===== config.mk =====
export PLATFORM = sky130hd
export DESIGN_NAME = rcc_rst_gen
export DESIGN_NICKNAME = d
export VERILOG_FILES = /design/src/rtl/rcc_rst_pkg.sv /design/src/rtl/bb_sync2.sv /design/src/rtl/rcc_rst_pin_filt.sv /design/src/rtl/rcc_rst_gen.sv
export SDC_FILE = /design/constraint.sdc
export NUM_CORES = 1
export LEC_CHECK = 0
export ABC_CLOCK_PERIOD_IN_PS = 2000
export CAP_MARGIN = 10
export CORE_ASPECT_RATIO = 1.75
export CORE_MARGIN = 5
export CORE_UTILIZATION = 35
export DETAILED_ROUTE_END_ITERATION = 10
export PLACE_DENSITY_LB_ADDON = 0.2
export SLEW_MARGIN = 15
export SYNTH_ARGS = -nofsm -noshare
export SYNTH_HDL_FRONTEND = slang
export SYNTH_SLANG_ARGS = --single-unit

===== constraint.sdc =====
create_clock -name hsi_origin_clk -period 2 [get_ports hsi_origin_clk]
set_input_delay 0.2 -clock hsi_origin_clk [delete_from_list [all_inputs] [get_ports hsi_origin_clk]]
set_output_delay 0.2 -clock hsi_origin_clk [all_outputs]
set_load 0.03 [all_outputs]

===== src/rtl/rcc_rst_pkg.sv =====
//------------------------------------------------------------------------------
// Module      : rcc_rst_pkg
// Description : Shared state encoding, reset-flag layout and helpers for the
//               RCC system reset generator.
// Revision    : 1.0 - initial release
//------------------------------------------------------------------------------
`default_nettype none

package rcc_rst_pkg;

  typedef enum logic [1:0] {
    ST_ASSERT   = 2'd0,
    ST_WAIT_PIN = 2'd1,
    ST_RELEASE  = 2'd2,
    ST_RUN      = 2'd3
  } rst_state_t;

  localparam int RSTF_W    = 7;
  localparam int RSTF_PIN  = 0;
  localparam int RSTF_BOR  = 1;
  localparam int RSTF_SFT  = 2;
  localparam int RSTF_IWDG = 3;
  localparam int RSTF_WWDG = 4;
  localparam int RSTF_LPWR = 5;
  localparam int RSTF_POR  = 6;

  localparam logic [RSTF_W-1:0] RSTF_POR_VAL = 7'b100_0001;

  // Internal request vector order: {LPWR, WWDG, IWDG, SFT, BOR}
  localparam int REQ_W = 5;

  // Internal sources drive the pad, so any of them also marks PIN.
  function automatic logic [RSTF_W-1:0] req_to_flags(input logic [REQ_W-1:0] req,
                                                     input logic pin_low);
    logic [RSTF_W-1:0] f;
    f                                = '0;
    f[RSTF_LPWR:RSTF_BOR]            = req;
    f[RSTF_PIN]                      = pin_low | (|req);
    return f;
  endfunction

endpackage

`default_nettype wire


===== src/rtl/bb_sync2.sv =====
//------------------------------------------------------------------------------
// Module      : bb_sync2
// Description : Building-block 2-flop synchroniser with per-bit reset value.
// Revision    : 1.0 - initial release
//------------------------------------------------------------------------------
`default_nettype none

module bb_sync2 #(
  parameter int               WIDTH   = 1,
  parameter logic [WIDTH-1:0] RST_VAL = '0
) (
  input  logic             clk,
  input  logic             rst,
  input  logic [WIDTH-1:0] i_d,
  output logic [WIDTH-1:0] o_q
);

  logic [WIDTH-1:0] r_meta;
  logic [WIDTH-1:0] r_sync;

  always_ff @(posedge clk or posedge rst) begin
    if (rst) begin
      r_meta <= RST_VAL;
      r_sync <= RST_VAL;
    end else begin
      r_meta <= i_d;
      r_sync <= r_meta;
    end
  end

  assign o_q = r_sync;

endmodule

`default_nettype wire


===== src/rtl/rcc_rst_pin_filt.sv =====
//------------------------------------------------------------------------------
// Module      : rcc_rst_pin_filt
// Description : NRST debounce; the level follows the input only after
//               FILT_CYCLES consecutive equal samples. Resets to 1.
// Revision    : 1.0 - initial release
//------------------------------------------------------------------------------
`default_nettype none

module rcc_rst_pin_filt #(
  parameter int FILT_CYCLES = 4
) (
  input  logic clk,
  input  logic rst,
  input  logic i_pin,
  output logic o_pin
);

  localparam int                  c_cnt_w    = (FILT_CYCLES > 2) ? $clog2(FILT_CYCLES) : 1;
  localparam logic [c_cnt_w-1:0]  c_cnt_last = c_cnt_w'(FILT_CYCLES - 1);

  logic               r_lvl;
  logic [c_cnt_w-1:0] r_cnt;
  logic               w_diff;
  logic               w_flip;

  // The sample arriving this cycle counts as the last one of the run,
  // so the new level is forwarded without waiting for r_lvl to update.
  assign w_diff = (i_pin != r_lvl);
  assign w_flip = w_diff && (r_cnt == c_cnt_last);
  assign o_pin  = w_flip ? i_pin : r_lvl;

  always_ff @(posedge clk or posedge rst) begin
    if (rst) begin
      r_lvl <= 1'b1;
      r_cnt <= '0;
    end else if (w_flip) begin
      r_lvl <= i_pin;
      r_cnt <= '0;
    end else if (w_diff) begin
      r_cnt <= r_cnt + c_cnt_w'(1);
    end else begin
      r_cnt <= '0;
    end
  end

endmodule

`default_nettype wire


===== src/rtl/rcc_rst_gen.sv =====
//------------------------------------------------------------------------------
// Module      : rcc_rst_gen
// Description : System reset generator: merges POR/NRST/BOR/SW/IWDG/WWDG/LPWR
//               into a stretched sys_rst_n, drives the NRST pad and keeps
//               sticky reset-cause flags. Optional NRST debounce under the
//               RCC_RST_PIN_FILTER_EN macro.
// Revision    : 1.0 - initial release
//------------------------------------------------------------------------------
`default_nettype none

module rcc_rst_gen
  import rcc_rst_pkg::*;
#(
  parameter int HOLD_CYCLES     = 20,
  parameter int PIN_FILT_CYCLES = 4
) (
  input  logic              hsi_origin_clk,
  input  logic              por_rst,
  input  logic              pin_rst_n,
  input  logic              bor_req,
  input  logic              sw_rst_req,
  input  logic              iwdg_rst_req,
  input  logic              wwdg_rst_req,
  input  logic              lpwr_rst_req,
  input  logic              rmvf,
  output logic              sys_rst_n,
  output logic              nrst_drive,
  output logic [RSTF_W-1:0] rst_flags
);

  localparam int                 c_cnt_w    = (HOLD_CYCLES > 2) ? $clog2(HOLD_CYCLES) : 1;
  localparam logic [c_cnt_w-1:0] c_cnt_last = c_cnt_w'(HOLD_CYCLES - 1);

  logic [REQ_W:0]     w_sync;
  logic [REQ_W-1:0]   w_req;
  logic [REQ_W-1:0]   w_req_new;
  logic               w_pin_sync;
  logic               w_pin_lvl;
  logic [RSTF_W-1:0]  w_set;
  logic               w_hit;

  rst_state_t         r_state;
  logic [c_cnt_w-1:0] r_cnt;
  logic               r_sys_rst_n;
  logic               r_nrst_drive;
  logic [RSTF_W-1:0]  r_flags;
  logic [REQ_W-1:0]   r_req_prev;

  bb_sync2 #(
    .WIDTH   (REQ_W + 1),
    .RST_VAL (6'b10_0000)
  ) u_sync (
    .clk (hsi_origin_clk),
    .rst (por_rst),
    .i_d ({pin_rst_n, lpwr_rst_req, wwdg_rst_req, iwdg_rst_req, sw_rst_req, bor_req}),
    .o_q (w_sync)
  );

  assign w_req      = w_sync[REQ_W-1:0];
  assign w_pin_sync = w_sync[REQ_W];

`ifdef RCC_RST_PIN_FILTER_EN
  rcc_rst_pin_filt #(
    .FILT_CYCLES (PIN_FILT_CYCLES)
  ) u_pin_filt (
    .clk   (hsi_origin_clk),
    .rst   (por_rst),
    .i_pin (w_pin_sync),
    .o_pin (w_pin_lvl)
  );
`else
  assign w_pin_lvl = w_pin_sync;
`endif

  assign w_req_new = w_req & ~r_req_prev;

  // While asserting, only fresh request edges restart the hold; a pulse that
  // started the sequence must not keep extending it. The pin is ignored
  // outside ST_RUN because our own pad drive pulls it low.
  always_comb begin
    w_set = '0;
    case (r_state)
      ST_ASSERT:               w_set = req_to_flags(w_req_new, 1'b0);
      ST_WAIT_PIN, ST_RELEASE: w_set = req_to_flags(w_req, 1'b0);
      ST_RUN:                  w_set = req_to_flags(w_req, ~w_pin_lvl);
      default:                 w_set = '0;
    endcase
    w_hit = |w_set;
  end

  always_ff @(posedge hsi_origin_clk or posedge por_rst) begin
    if (por_rst) begin
      r_state      <= ST_ASSERT;
      r_cnt        <= '0;
      r_sys_rst_n  <= 1'b0;
      r_nrst_drive <= 1'b1;
      r_flags      <= RSTF_POR_VAL;
      r_req_prev   <= '0;
    end else begin
      r_flags    <= (rmvf ? '0 : r_flags) | w_set;
      r_req_prev <= w_req;

      case (r_state)
        ST_ASSERT: begin
          if (w_hit) begin
            r_cnt <= '0;
          end else if (r_cnt == c_cnt_last) begin
            r_state      <= ST_WAIT_PIN;
            r_nrst_drive <= 1'b0;
          end else begin
            r_cnt <= r_cnt + c_cnt_w'(1);
          end
        end

        ST_WAIT_PIN: begin
          if (w_hit) begin
            r_state      <= ST_ASSERT;
            r_cnt        <= '0;
            r_nrst_drive <= 1'b1;
          end else if (w_pin_lvl) begin
            r_state <= ST_RELEASE;
          end
        end

        ST_RELEASE: begin
          if (w_hit) begin
            r_state      <= ST_ASSERT;
            r_cnt        <= '0;
            r_nrst_drive <= 1'b1;
          end else begin
            r_state     <= ST_RUN;
            r_sys_rst_n <= 1'b1;
          end
        end

        ST_RUN: begin
          if (w_hit) begin
            r_state      <= ST_ASSERT;
            r_cnt        <= '0;
            r_sys_rst_n  <= 1'b0;
            r_nrst_drive <= 1'b1;
          end
        end

        default: begin
          r_state      <= ST_ASSERT;
          r_cnt        <= '0;
          r_sys_rst_n  <= 1'b0;
          r_nrst_drive <= 1'b1;
        end
      endcase
    end
  end

  assign sys_rst_n  = r_sys_rst_n;
  assign nrst_drive = r_nrst_drive;
  assign rst_flags  = r_flags;

endmodule

`default_nettype wire

==> results of run 1 <==
-- worst paths after layout --
path / from / endpoint / slack (ns) / cells past startpoint
min in group hsi_origin_clk: pin_rst_n / u_sync.r_meta[5]$_DFF_PP1_ / 0.33 / 1
min: por_rst / r_cnt[3]$_DFFE_PP0P_ / 0.30 / 3
max: r_state[0]$_DFFE_PP0P_ / r_state[0]$_DFFE_PP0P_ / 0.12 / 8
min reg2reg: u_sync.r_meta[4]$_DFF_PP0_ / u_sync.o_q[4]$_DFF_PP0_ / 0.35 / 0
max reg2reg: r_state[0]$_DFFE_PP0P_ / r_state[0]$_DFFE_PP0P_ / 0.12 / 8
max in group asynchronous: por_rst / u_sync.o_q[5]$_DFF_PP1_ / 1.37 / 3
-- Yosys cell counts (all sizes together) --
cell / n
o21ai: 19
ha: 6
nand2: 11
mux2i: 1
o31ai: 1
dfrtp: 28
a2111oi: 1
xor2: 1
nand2b: 1
nor3: 2
dfstp: 5
buf: 1
nor2: 5
a222oi: 1
nand3: 6
or3: 1
a41oi: 1
a21oi: 2
a21boi: 1
o221a: 1
nor2b: 1
inv: 16
o221ai: 1
a31oi: 1
clkinv: 1
and2b: 1
a21o: 1
nand4: 3
o211ai: 4
-- metal layers --
metal	track usage	routed length (um)
met4	0.07350	80
met5	0	0
met1	0.09769	987
met3	0.02929	95
met2	0.1736	1359
-- final cells by class --
| cell class | count | share of cell area |
|---|---|---|
| clock inverters | 3 | 0.01032 |
| clock buffers | 5 | 0.04056 |
| inverters | 17 | 0.03761 |
| repair buffers | 19 | 0.1091 |
| multi-input cells | 73 | 0.2765 |
| well taps | 48 | 0.03540 |
| flip-flops and latches | 33 | 0.4904 |
-- logic make-up after synthesis --
family                   share of synthesized area
XOR/XNOR                                  0.006376
AO/OA/AOI/OAI                               0.1594
buffers and inverters                      0.05464
AND/OR/NAND/NOR                             0.1120
adder cells (fa/ha/maj)                    0.05464
multiplexers                              0.007286
flip-flops                                  0.6056
-- where the power goes --
| group | switching [mW] | leakage (nW) | internal (mW) |
|---|---|---|---|
| Clock | 0.235 | 0.0439 | 0.240 |
| Sequential | 0.0192 | 0.399 | 0.702 |
| Combinational | 0.0687 | 0.339 | 0.0520 |
| Total | 0.323 | 0.782 | 0.994 |
-- critical path: stages (launching register included) --
cell      delay (ns)
dfrtp_1         0.40
inv_1           0.14
ha_2            0.29
inv_1           0.12
a41oi_2         0.20
a21boi_1        0.24
o21ai_1         0.08
o21ai_1         0.15
mux2i_1         0.20
-- flip-flops by register name (all words and copies together), names as in the netlist --
register / cells
rst_flags: 7
u_sync.o_q: 6
u_sync.r_meta: 6
r_cnt: 5
r_req_prev: 5
r_state: 2
nrst_drive: 1
sys_rst_n: 1
-- per-stage QoR --
| stage | hold slack, ns | setup TNS (ns) | std cells | utilization | setup slack, ns |
|---|---|---|---|---|---|
| after detailed placement | 0.3347 | 0 | 190 | 0.4199 | 0.03353 |
| after global routing | 0.3249 | -0.001835 | 198 | 0.4431 | -0.001835 |
| after global placement | 0.3326 | 0 | 190 | 0.4199 | 0.1193 |
| after floorplan | 0.2045 | 0 | 124 | - | 0.2823 |
| final | 0.2986 | 0 | 198 | 0.4431 | 0.1158 |
| after CTS | 0.3139 | 0 | 198 | 0.4425 | 0.01319 |
-- cell usage in the layout (no fill, tap or decap), types with 6 or more instances in the layout --
master,instances
clkdlybuf4s50_1,17
inv_1,16
nand3_1,6
o21ai_0,7
nand2_1,11
o21ai_1,12
dfrtp_1,28
==> summary.md, run 1 <==
| Metric | Value |
|---|---|
| Status | `finished clean` |
| Clock skew | `between 0.009 and 0.01 ns` |
| Fin. max-slew vios | `0` |
| Initial DRT Pass Iterations | `4` |
| Min-Delay Path Class | `input port to async pin` |
| Dpl hpwl | `around 1900 um` |
| Clock latency on the worst-skew pair | `about 0.28 ns` |
| Area share of the leading cell type in the synthesized netlist | `0.5100` |
| VDD IR max | `0.6583 mV` |
| CTS tree | `yes` |
| RD Place Congestion | `0.8498` |
| YS warnings | `0` |
| Clock buffer count from CTS | `5` |
| Period utilisation layout | `0.9421` |
| Clock slew at reported path FFs | `approximately 0.07 ns` |
| Layout net count | `~160` |
| Antenna viol nets, final | `0` |
| DIE HEIGHT | `92.88 um` |
| Core area | `around 3800 sq um` |
| Crit. End Element | `register` |
| Rows | `30` |
| Crit path kind | `register to register` |
| Dpl cell area | `1608 sq um` |
| Initial antenna violation count | `0` |
| Distinct cells, synth | `31` |
| Reg area | `around 830 sq um` |
| Leak pwr | `0.7818 nW` |
| Vias in the first global route | `1,004` |
| Layout cells sized above 1 | `0.1333` |
| Syn_nets | `139` |
| Area contributors post-synth | `dfrtp_1, dfstp_2, ha_1` |
| Normalized max-slew margin | `0.6363` |
| Clock root buffer | `clkbuf_8` |
| Grt total ovfl | `0` |
| Filler instances | `between 300 and 400` |
| Die ar. | `5328 sq um` |
| Synth area leader | `dfrtp_1` |
| Clk buf depth | `2` |
| Startpoint Class | `register` |
| Chip Width | `roughly 57 um` |
| Routed WL per cell | `around 13 um` |
| Sequential fraction of the synthesis area | `0.6056` |
| Post-CTS sizing | `0` |
| Setup violators final | `0` |
| 1st-iter DRT viols | `10` |
| Area Overhead vs Synth | `23.50%` |
| First-pass GRT wire length | `around 4200 um` |
| Mapped cell area | `1374 sq um` |
| IO Count | `18` |
| Post-route minimum period | `between 1.5 and 2 ns` |
| Area occupied by multi-input gates | `between 400 and 500 sq um` |
| Critical path required time | `around 2.2 ns` |
| Crit-path max FO | `9` |
| Fin. Hold Viols | `0` |
| Via density | `5.030` |
| Post-CTS setup buffers | `0` |
| CTS H-tree depth | `2` |
| CTS Hold Bufs | `0` |
| Tot GR Track Use | `0.1005` |
| Vias | `around 1,000` |
| Finished Cell Area | `between 1500 and 2000 sq um` |
| Unrepaired setup endpoints after global routing | `true` |
| Diodes inserted | `0` |
| Peak Freq | `roughly 530 MHz` |
| Power Dens Cells | `just under 800 nW/um^2` |
| Average cell area after synthesis | `around 11 sq um` |
| Total power | `1.316 mW` |
| Starting density of the core | `0.3588` |
| Arr. time, crit path | `2.09 ns` |
| Synth Instances | `approximately 120` |
| Max-Cap Viols | `0` |
| Post-route DRC | `0` |
| Total Routed Length | `~2500 um` |
| Largest net degree at the start of global routing | `34` |
| Slew @ Worst Pin | `0.5317 ns` |
| Yosys reg bits | `33` |
| CTS sink count | `33` |
| Number of port buffers | `17` |
Power figures use the tool's default switching activity.
==> inputs of run 2 (changes only) <==
- ABC_CLOCK_PERIOD_IN_PS: 2000 -> 2150
- clock period: 2 -> 2.15 ns (I/O delays scaled with it)
==> summary.md, run 2 (synthesized netlist as in run 1, its figures left out) <==
| Metric | Value |
|---|---|
| Status | `finished clean` |
| Switching share of power | `0.2593 (+0.01418)` |
| Period utilisation layout | `0.9132 (-0.02887)` |
| Worst Setup SP | `r_state[0]$_DFFE_PP0P_` |
| CP max stage cell | `dfrtp_1` |
| Unrepaired setup endpoints after global routing | `false` |
| Arr. time, crit path | `2.17 ns (+0.08 ns)` |
| Max-Cap Viols | `0 (unchanged)` |
| Clock buffer count from CTS | `5 (unchanged)` |
| Global-route met3 utilization | `0.03487 (+0.005579)` |
| Clock root buffer | `clkbuf_8` |
| Core area | `3829 sq um (unchanged)` |
| Final setup margin | `0.1865 ns (+0.07076 ns)` |
| RD Place Congestion | `0.8398 (-1.2%)` |
| P_int | `0.9278 mW (-6.6%)` |
| Post-route DRC | `0 (unchanged)` |
| Clock slew at reported path FFs | `0.07 ns (about the same)` |
| Vias in the first global route | `1,045 (+4.1%)` |
| Met2 global-route usage | `0.1877 (+0.01415)` |
| Leak pwr | `0.7743 nW (-0.96%)` |
| Min-Delay Path Class | `input port to async pin` |
| Reg2Reg Depth | `8 (unchanged)` |
| Setup TNS | `0 ns (unchanged)` |
| Setup violators final | `0 (unchanged)` |
| CTS tree | `yes` |
| Clk buf depth | `2 (unchanged)` |
| First-pass GRT wire length | `4512 um (+8.3%)` |
| Levels on crit path | `8 (unchanged)` |
| GR peak layer | `met2` |
| IO Count | `18 (unchanged)` |
| WP buf/inv | `2 (unchanged)` |
| Rows | `30 (unchanged)` |
| Area Overhead vs Synth | `23.86%` |
| Diodes inserted | `0 (unchanged)` |
| CTS H-tree depth | `2 (unchanged)` |
| Fin. max-slew vios | `0 (unchanged)` |
| DIE HEIGHT | `92.88 um (unchanged)` |
| Total Routed Length | `2646 um (+4.9%)` |
| Vias | `1,003 (+0.70%)` |
| Largest net degree at the start of global routing | `34 (unchanged)` |
| Critical path required time | `2.36 ns (+0.15 ns)` |
| Startpoint Class | `register` |
| Clock skew | `0.003393 ns (-0.006572 ns)` |
| Layout net count | `164 (unchanged)` |
| Clock latency on the worst-skew pair | `0.29 ns (about the same)` |
| Initial DRT Pass Iterations | `4 (unchanged)` |
| Crit. End Element | `register` |
| Dpl hpwl | `1956 um (+4.9%)` |
| Number of port buffers | `17 (unchanged)` |
| Leading cell type in the layout, fill and taps excluded | `dfrtp_1` |
| Critical-path cell list | `inv_1, ha_2, inv_1, a41oi_2, a21boi_1, o21ai_1, o21ai_1, mux2i_1` |
| 1st-iter DRT viols | `17 (+7)` |
| Crit-path max FO | `9 (unchanged)` |
| Antenna viol nets, final | `0 (unchanged)` |
| Starting density of the core | `0.3588 (unchanged)` |
| Core Util, Final | `0.4444 (+0.001307)` |
| Post-route minimum period | `1.963 ns (+0.07924 ns)` |
| CTS Hold Bufs | `0 (unchanged)` |
| Via density | `5.066 (+0.70%)` |
| VDD IR max | `0.4422 mV (-33%)` |
| Slew @ Worst Pin | `0.4751 ns (-0.05659 ns)` |
| Placement Setup Slack | `0.1193 ns (+0.08574 ns)` |
| Fin. Hold Viols | `0 (unchanged)` |
| Grt total ovfl | `0 (unchanged)` |
| P_sw | `0.3248 mW (+0.67%)` |
| Comb power frac | `0.090 (-0.002)` |
| Largest register FFs | `7 (unchanged)` |
| Initial antenna violation count | `0 (unchanged)` |
| Tot GR Track Use | `0.1120 (+0.01149)` |
| M1 GR Usage | `0.1104 (+0.01273)` |
| Power Dens Cells | `736.1 nW/um^2 (-5.1%)` |
| Chip Width | `57.36 um (unchanged)` |
| Routed WL per cell | `13.36 um (+4.9%)` |
| Sequential power share | `0.535 (-0.013)` |
| Crit path kind | `register to register` |
| Clock power frac | `0.375 (+0.015)` |
| Peak Freq | `509.3 MHz (-4.0%)` |
| Normalized max-slew margin | `0.6750 (+0.03870)` |
| Layout cells sized above 1 | `0.1333 (unchanged)` |
| CP max stage delay | `0.41 ns (about the same)` |
| CP top delay family | `compound AO/OA/AOI/OAI gates` |
| Reg2reg start | `r_state[0]$_DFFE_PP0P_` |
| CTS sink count | `33 (unchanged)` |
| Die ar. | `5328 sq um (unchanged)` |
| Most frequent cells in the layout | `dfrtp_1, clkdlybuf4s50_1, inv_1` |
-- run 2: cell types whose count changed in the layout (fill, tap and decap cells not counted), sizes merged --
cell      before  now
clkinvlp       1    3
clkinv         3    1
-- run 2: per-stage QoR --
step                      area [sq um]  instances  hold WS [ns]  total power, mW
after floorplan                   1374        124        0.2195           0.7406
final                             1702        198        0.3072            1.253
after CTS                         1699        198        0.3194            1.273
after global placement            1608        190        0.3320           0.7943
after global routing              1702        198        0.3231            1.309
after detailed placement          1608        190        0.3381           0.7977
-- run 2: area by class of cell --
| cell class | instances | area (sq um) |
|---|---|---|
| repair buffers | 19 | 185.2 |
| clock buffers | 5 | 68.82 |
| clock inverters | 3 | 22.52 |
| inverters | 17 | 63.81 |
| multi-input cells | 73 | 469.2 |
| fillers | 387 | 2127 |
| well taps | 48 | 60.06 |
| flip-flops and latches | 33 | 832.0 |
-- run 2: worst register-to-register path: cells and delay by family (launching register included) --
kind            cells  cell delay (ns)
compound gates      4             0.71
flops               1             0.41
fa+ha+maj           1             0.29
buf+inv             2             0.25
mux                 1             0.23
-- run 2: final timing paths --
kind | end | slack, ns
max | r_state[0]$_DFFE_PP0P_ | 0.19
min | r_cnt[0]$_DFFE_PP0P_ | 0.31
max reg2reg | r_state[0]$_DFFE_PP0P_ | 0.19
min reg2reg | u_sync.o_q[0]$_DFF_PP0_ | 0.35
max in group asynchronous | rst_flags[0]$_DFF_PP1_ | 1.52
min in group hsi_origin_clk | u_sync.r_meta[5]$_DFF_PP1_ | 0.34
-- run 2: layer usage --
layer / wire (um) / vias up
met5: 0 / -
met4: 123 / 0
met3: 99 / 11
met2: 1389 / 26
met1: 1034 / 491
li1: - / 475
-- run 2: power by group through the flow --
stage	registers, mW	logic, mW	clock network [mW]
after floorplan	0.700	0.0409	0
after global placement	0.680	0.114	0
after detailed placement	0.682	0.116	0
after CTS	0.670	0.116	0.487
after global routing	0.674	0.125	0.510
final	0.670	0.113	0.469
-- run 2: repair_timing --
| item | CTS | global route |
|---|---|---|
| endpoints found under the hold margin | 0 | 0 |
| gates resized for setup | 0 | 1 |
| buffers inserted | 0 | 0 |
| endpoints found under the setup margin | 0 | 1 |
